===== src/rtl/pipeline_register_pkg.sv =====
// Shared core constants for the pipeline register slice.
package pipeline_register_pkg;

    localparam int XLEN = 32;

endpackage


===== src/rtl/pipeline_register_pipe_stage.sv =====
// One pipeline stage: a valid bit plus a payload word, with load enable and clear.
module pipe_stage
    import pipeline_register_pkg::*;
#(
    parameter int WIDTH = XLEN
) (
    input  logic             clk,
    input  logic             rst,
    input  logic             clr,
    input  logic             load,
    input  logic             src_valid,
    input  logic [WIDTH-1:0] src_data,
    output logic             valid,
    output logic [WIDTH-1:0] data
);

    always_ff @(posedge clk) begin
        if (rst) begin
            valid <= 1'b0;
            data  <= '0;
        end else begin
            if (clr) begin
                valid <= 1'b0;
            end else if (load) begin
                valid <= src_valid;
            end
            // Payload only moves with a real item, so empty slots keep their last word.
            if (load && src_valid) begin
                data <= src_data;
            end
        end
    end

endmodule


===== src/rtl/pipeline_register.sv =====
// Elastic DEPTH-stage register pipeline with bubble collapsing, flush and occupancy count.
module pipeline_register
    import pipeline_register_pkg::*;
#(
    parameter int WIDTH = XLEN,
    parameter int DEPTH = 2,
    localparam int OCC_W = $clog2(DEPTH + 1)
) (
    input  logic             clk,
    input  logic             rst,
    input  logic             flush,
    input  logic             in_valid,
    output logic             in_ready,
    input  logic [WIDTH-1:0] in_data,
    output logic             out_valid,
    input  logic             out_ready,
    output logic [WIDTH-1:0] out_data,
    output logic [OCC_W-1:0] occupancy
);

    logic [DEPTH:0]   adv;
    logic [DEPTH-1:0] v;
    logic [WIDTH-1:0] d [DEPTH];
    logic [DEPTH-1:0] src_v;
    logic [WIDTH-1:0] src_d [DEPTH];
    logic             accept;

    // A stage advances when it is empty or everything downstream of it advances.
    always_comb begin
        adv        = '0;
        adv[DEPTH] = out_ready;
        for (int i = DEPTH - 1; i >= 0; i--) begin
            adv[i] = !v[i] || adv[i+1];
        end
    end

    assign in_ready = adv[0] && !flush;
    assign accept   = in_valid && in_ready;

    for (genvar gi = 0; gi < DEPTH; gi++) begin : g_stage
        if (gi == 0) begin : g_head
            assign src_v[gi] = accept;
            assign src_d[gi] = in_data;
        end else begin : g_body
            assign src_v[gi] = v[gi-1];
            assign src_d[gi] = d[gi-1];
        end

        pipe_stage #(
            .WIDTH(WIDTH)
        ) u_stage (
            .clk      (clk),
            .rst      (rst),
            .clr      (flush),
            .load     (adv[gi]),
            .src_valid(src_v[gi]),
            .src_data (src_d[gi]),
            .valid    (v[gi]),
            .data     (d[gi])
        );
    end

    always_comb begin
        occupancy = '0;
        for (int i = 0; i < DEPTH; i++) begin
            occupancy = occupancy + OCC_W'(v[i]);
        end
    end

    assign out_valid = v[DEPTH-1];
    assign out_data  = d[DEPTH-1];

endmodule

===== config.mk =====
export PLATFORM = sky130hd
export DESIGN_NAME = pipeline_register
export DESIGN_NICKNAME = d
export VERILOG_FILES = /design/src/rtl/pipeline_register_pkg.sv /design/src/rtl/pipeline_register_pipe_stage.sv /design/src/rtl/pipeline_register.sv
export SDC_FILE = /design/constraint.sdc
export NUM_CORES = 1
export LEC_CHECK = 0
export BUFFER_PORTS_ARGS = -buffer_cell sky130_fd_sc_hd__buf_2
export CAP_MARGIN = 20
export CORE_ASPECT_RATIO = 2
export CORE_MARGIN = 3
export CORE_UTILIZATION = 50
export DETAILED_ROUTE_END_ITERATION = 7
export PLACE_DENSITY = 0.71
export RECOVER_POWER = 50
export SETUP_SLACK_MARGIN = 0.4
export SLEW_MARGIN = 10
export SYNTH_ARGS = -nofsm -noshare
export SYNTH_HDL_FRONTEND = slang
export SYNTH_SLANG_ARGS = --single-unit

===== constraint.sdc =====
create_clock -name clk -period 2 [get_ports clk]
set_input_delay 0.3 -clock clk [delete_from_list [all_inputs] [get_ports clk]]
set_output_delay 0.3 -clock clk [all_outputs]
set_load 0.02 [all_outputs]

==> reports/metrics.yaml <==
crit_chain: "buf_8, ha_4, buf_4"
period_share: 0.845
grt_use_total: 0.183
synthSimpleGateAreaFrac: 0.196
final_nets: 399
drc: 0
grt_pass1_wl_um: 9530
initial_utilization: 0.521
cp_max_fo: 11
ir_worst_vdd_v: 0.000666
fmax_mhz: 592
layout-drive-gt1-share: 0.171
cpPeakStageDelay_ns: 0.51
post-dp-hpwl_um: 4060
worstHoldStart: "flush"
worstPathArrival_ns: 1.39
synth_xor_area_frac: 0
maxSlewViolCount: 0
h-tree-depth: 3
final_core_util: 0.575
grt_max_degree: 99
clk_latency_ns: 0.32
grt_overflow: 0
synth_nets: 367
post-route-min-period_ns: 1.69
cts_tree: "yes"
crit_type: "reg2out"
synth-compound-area-share: 0.117
synth_top_family_by_area: "simple AND/OR/NAND/NOR gates"
setup_viol: 0
clkSinkCount: 66
cts_buffers: 9
vias: 2241
yosysSeqAreaShare: 0.437
drtAntennaViolNets: 0
core_area_sq_um: 5810
hold_path.class: "in2reg"
fillers: 543
rsz0062_at_grt: "false"
first_pass_iters: 4
syn_to_final_growth_pct: 10.5
gp_congestion: 0.766
powerDensity_nw_per_um2: 870
cp-start-kind: "flip-flop"
skew_ns: 0.00524
critPathSlowestCell: "dfxtp_1"
finalHoldViolations: 0
r2r-start: "g_stage[1].u_stage.valid$_SDFFE_PP0P_"
ys_ff_latch: 66
ios: 73
setup-tns-final_ns: 0
grt_antenna_before_repair: 0
synth_fa_ha_area_frac: 0.00414
clk_pin_slew_ns: 0.05
critical_path_buf_inv_count: 2
root_buffer: "clkbuf_16"
critPathLaunch: "g_stage[0].u_stage.valid$_SDFFE_PP0P_"
die_y_um: 116
drt_iter0_drc: 101
avgRoutedWirePerCell_um: 14.2
avgSynthCellArea_sq_um: 9.19
maxCapViolations: 0
syn-instance-count: 329
synthMuxAreaShare: 0.106
synth_area_sq_um: 3020
fp.dieArea_sq_um: 7070
clock_path_buffers: 2
synth_cell_type_count: 18
viasPerCell: 5.29
status: "finished, final reports clean"
rows: 39
crit_required_ns: 1.70
crit_path_end_kind: "primary output"
max_slew_margin: 0.687
cts_hold_buf: 0
port-buffer-count: 72
tightestPinTransition_ns: 0.468
grt_pass1_vias: 2145
die_w_um: 61.0
num_antenna_cells: 0
p_leak_nw: 1.24
wl_um: 6010
critPathTopFamily: "flip-flops"
yosysWarnings: 0
metal layers:
layer / track usage / wire [um]
met5: 0 / 0
met4: 0.101 / 152
met3: 0.0535 / 316
met2: 0.301 / 3020
met1: 0.204 / 2520
logic make-up after synthesis:
| kind of cell | count (synthesis) |
|---|---|
| AND/OR/NAND/NOR | 100 |
| AO/OA/AOI/OAI | 68 |
| flip-flops | 66 |
| buffers and inverters | 62 |
| multiplexers | 32 |
| adder cells (fa/ha/maj) | 1 |
layout make-up:
type	count	area, sq um	area share
Sequential cell	66	1320	0.396
Multi-Input combinational cell	201	1280	0.383
Timing Repair Buffer	82	414	0.124
Clock buffer	12	236	0.0708
Tap cell	61	76.3	0.0228
Inverter	1	7.51	0.00225
Clock inverter	1	5.00	0.00150
path summary, 6_finish.rpt:
check	end	slack, ns	cells past startpoint
setup / recovery	occupancy[0]	0.31	3
hold / removal	g_stage[1].u_stage.valid$_SDFFE_PP0P_	0.20	2
setup reg to reg	g_stage[0].u_stage.data[22]$_SDFFE_PP0P_	0.36	5
hold reg to reg	g_stage[0].u_stage.data[1]$_SDFFE_PP0P_	0.47	2
state kept, by name, indices dropped and copies added, names as in the netlist:
signal / cells
g_stage.u_stage.data: 64
g_stage.u_stage.valid: 2
power breakdown:
| group | switching [W] | internal (W) |
|---|---|---|
| sequential | 0.0000248 | 0.00136 |
| combinational | 0.000112 | 0.000104 |
| clock | 0.000494 | 0.000813 |
| total | 0.000631 | 0.00228 |
cells in the final DEF (no fill, tap or decap):
| master | synthesis | layout |
|---|---|---|
| nand2b_1 | 66 | 66 |
| dfxtp_1 | 66 | 66 |
| buf_2 | 11 | 38 |
| clkbuf_1 | 13 | 36 |
| a21oi_1 | 34 | 35 |
| nand3_1 | 32 | 32 |
| o21ai_0 | 32 | 32 |
| mux2i_1 | 32 | 32 |
| clkbuf_16 | 0 | 9 |
| buf_4 | 32 | 8 |
| nor2b_4 | 1 | 1 |
| clkinvlp_4 | 0 | 1 |
| nor3_1 | 1 | 1 |
| a211oi_1 | 1 | 1 |
| ha_4 | 0 | 1 |
| clkinv_2 | 0 | 1 |
| clkbuf_2 | 1 | 1 |
| buf_8 | 0 | 1 |
| buf_12 | 3 | 1 |
metrics by stage:
stage | cells | setup slack, ns | power (W) | instance area (sq um) | hold WS [ns]
global placement | 409 | 0.568 | 0.00162 | 3110 | 0.457
global route | 424 | 0.216 | 0.00301 | 3340 | 0.202
CTS | 423 | 0.340 | 0.00294 | 3370 | 0.176
detailed placement | 409 | 0.485 | 0.00163 | 3110 | 0.461
floorplan | 329 | 0.531 | 0.00157 | 3020 | 0.373
finish | 424 | 0.310 | 0.00291 | 3340 | 0.197
synth_stat cells:
cell type  instances  area share
nand2b_1          66        0.14
buf_6              1      0.0037
mux2i_1           32        0.11
dfxtp_1           66        0.44
buf_2             11       0.018
buf_12             3       0.020
ha_1               1      0.0041
nand3_1           32       0.053
o21ai_0           32       0.053
a21oi_1           34       0.056
clkbuf_1          13       0.016
nor3_1             1      0.0017
a21oi_4            1      0.0054
nor2b_4            1      0.0046
buf_4             32       0.079
inv_1              1      0.0012
a211oi_1           1      0.0025
clkbuf_2           1      0.0017
timing repair:
action                     4_1_cts  5_1_grt
setup endpoints to repair        3        5
setup buffers                    1        1
gates resized for setup          2        5
Note: power is estimated with default switching activity, not from simulation.
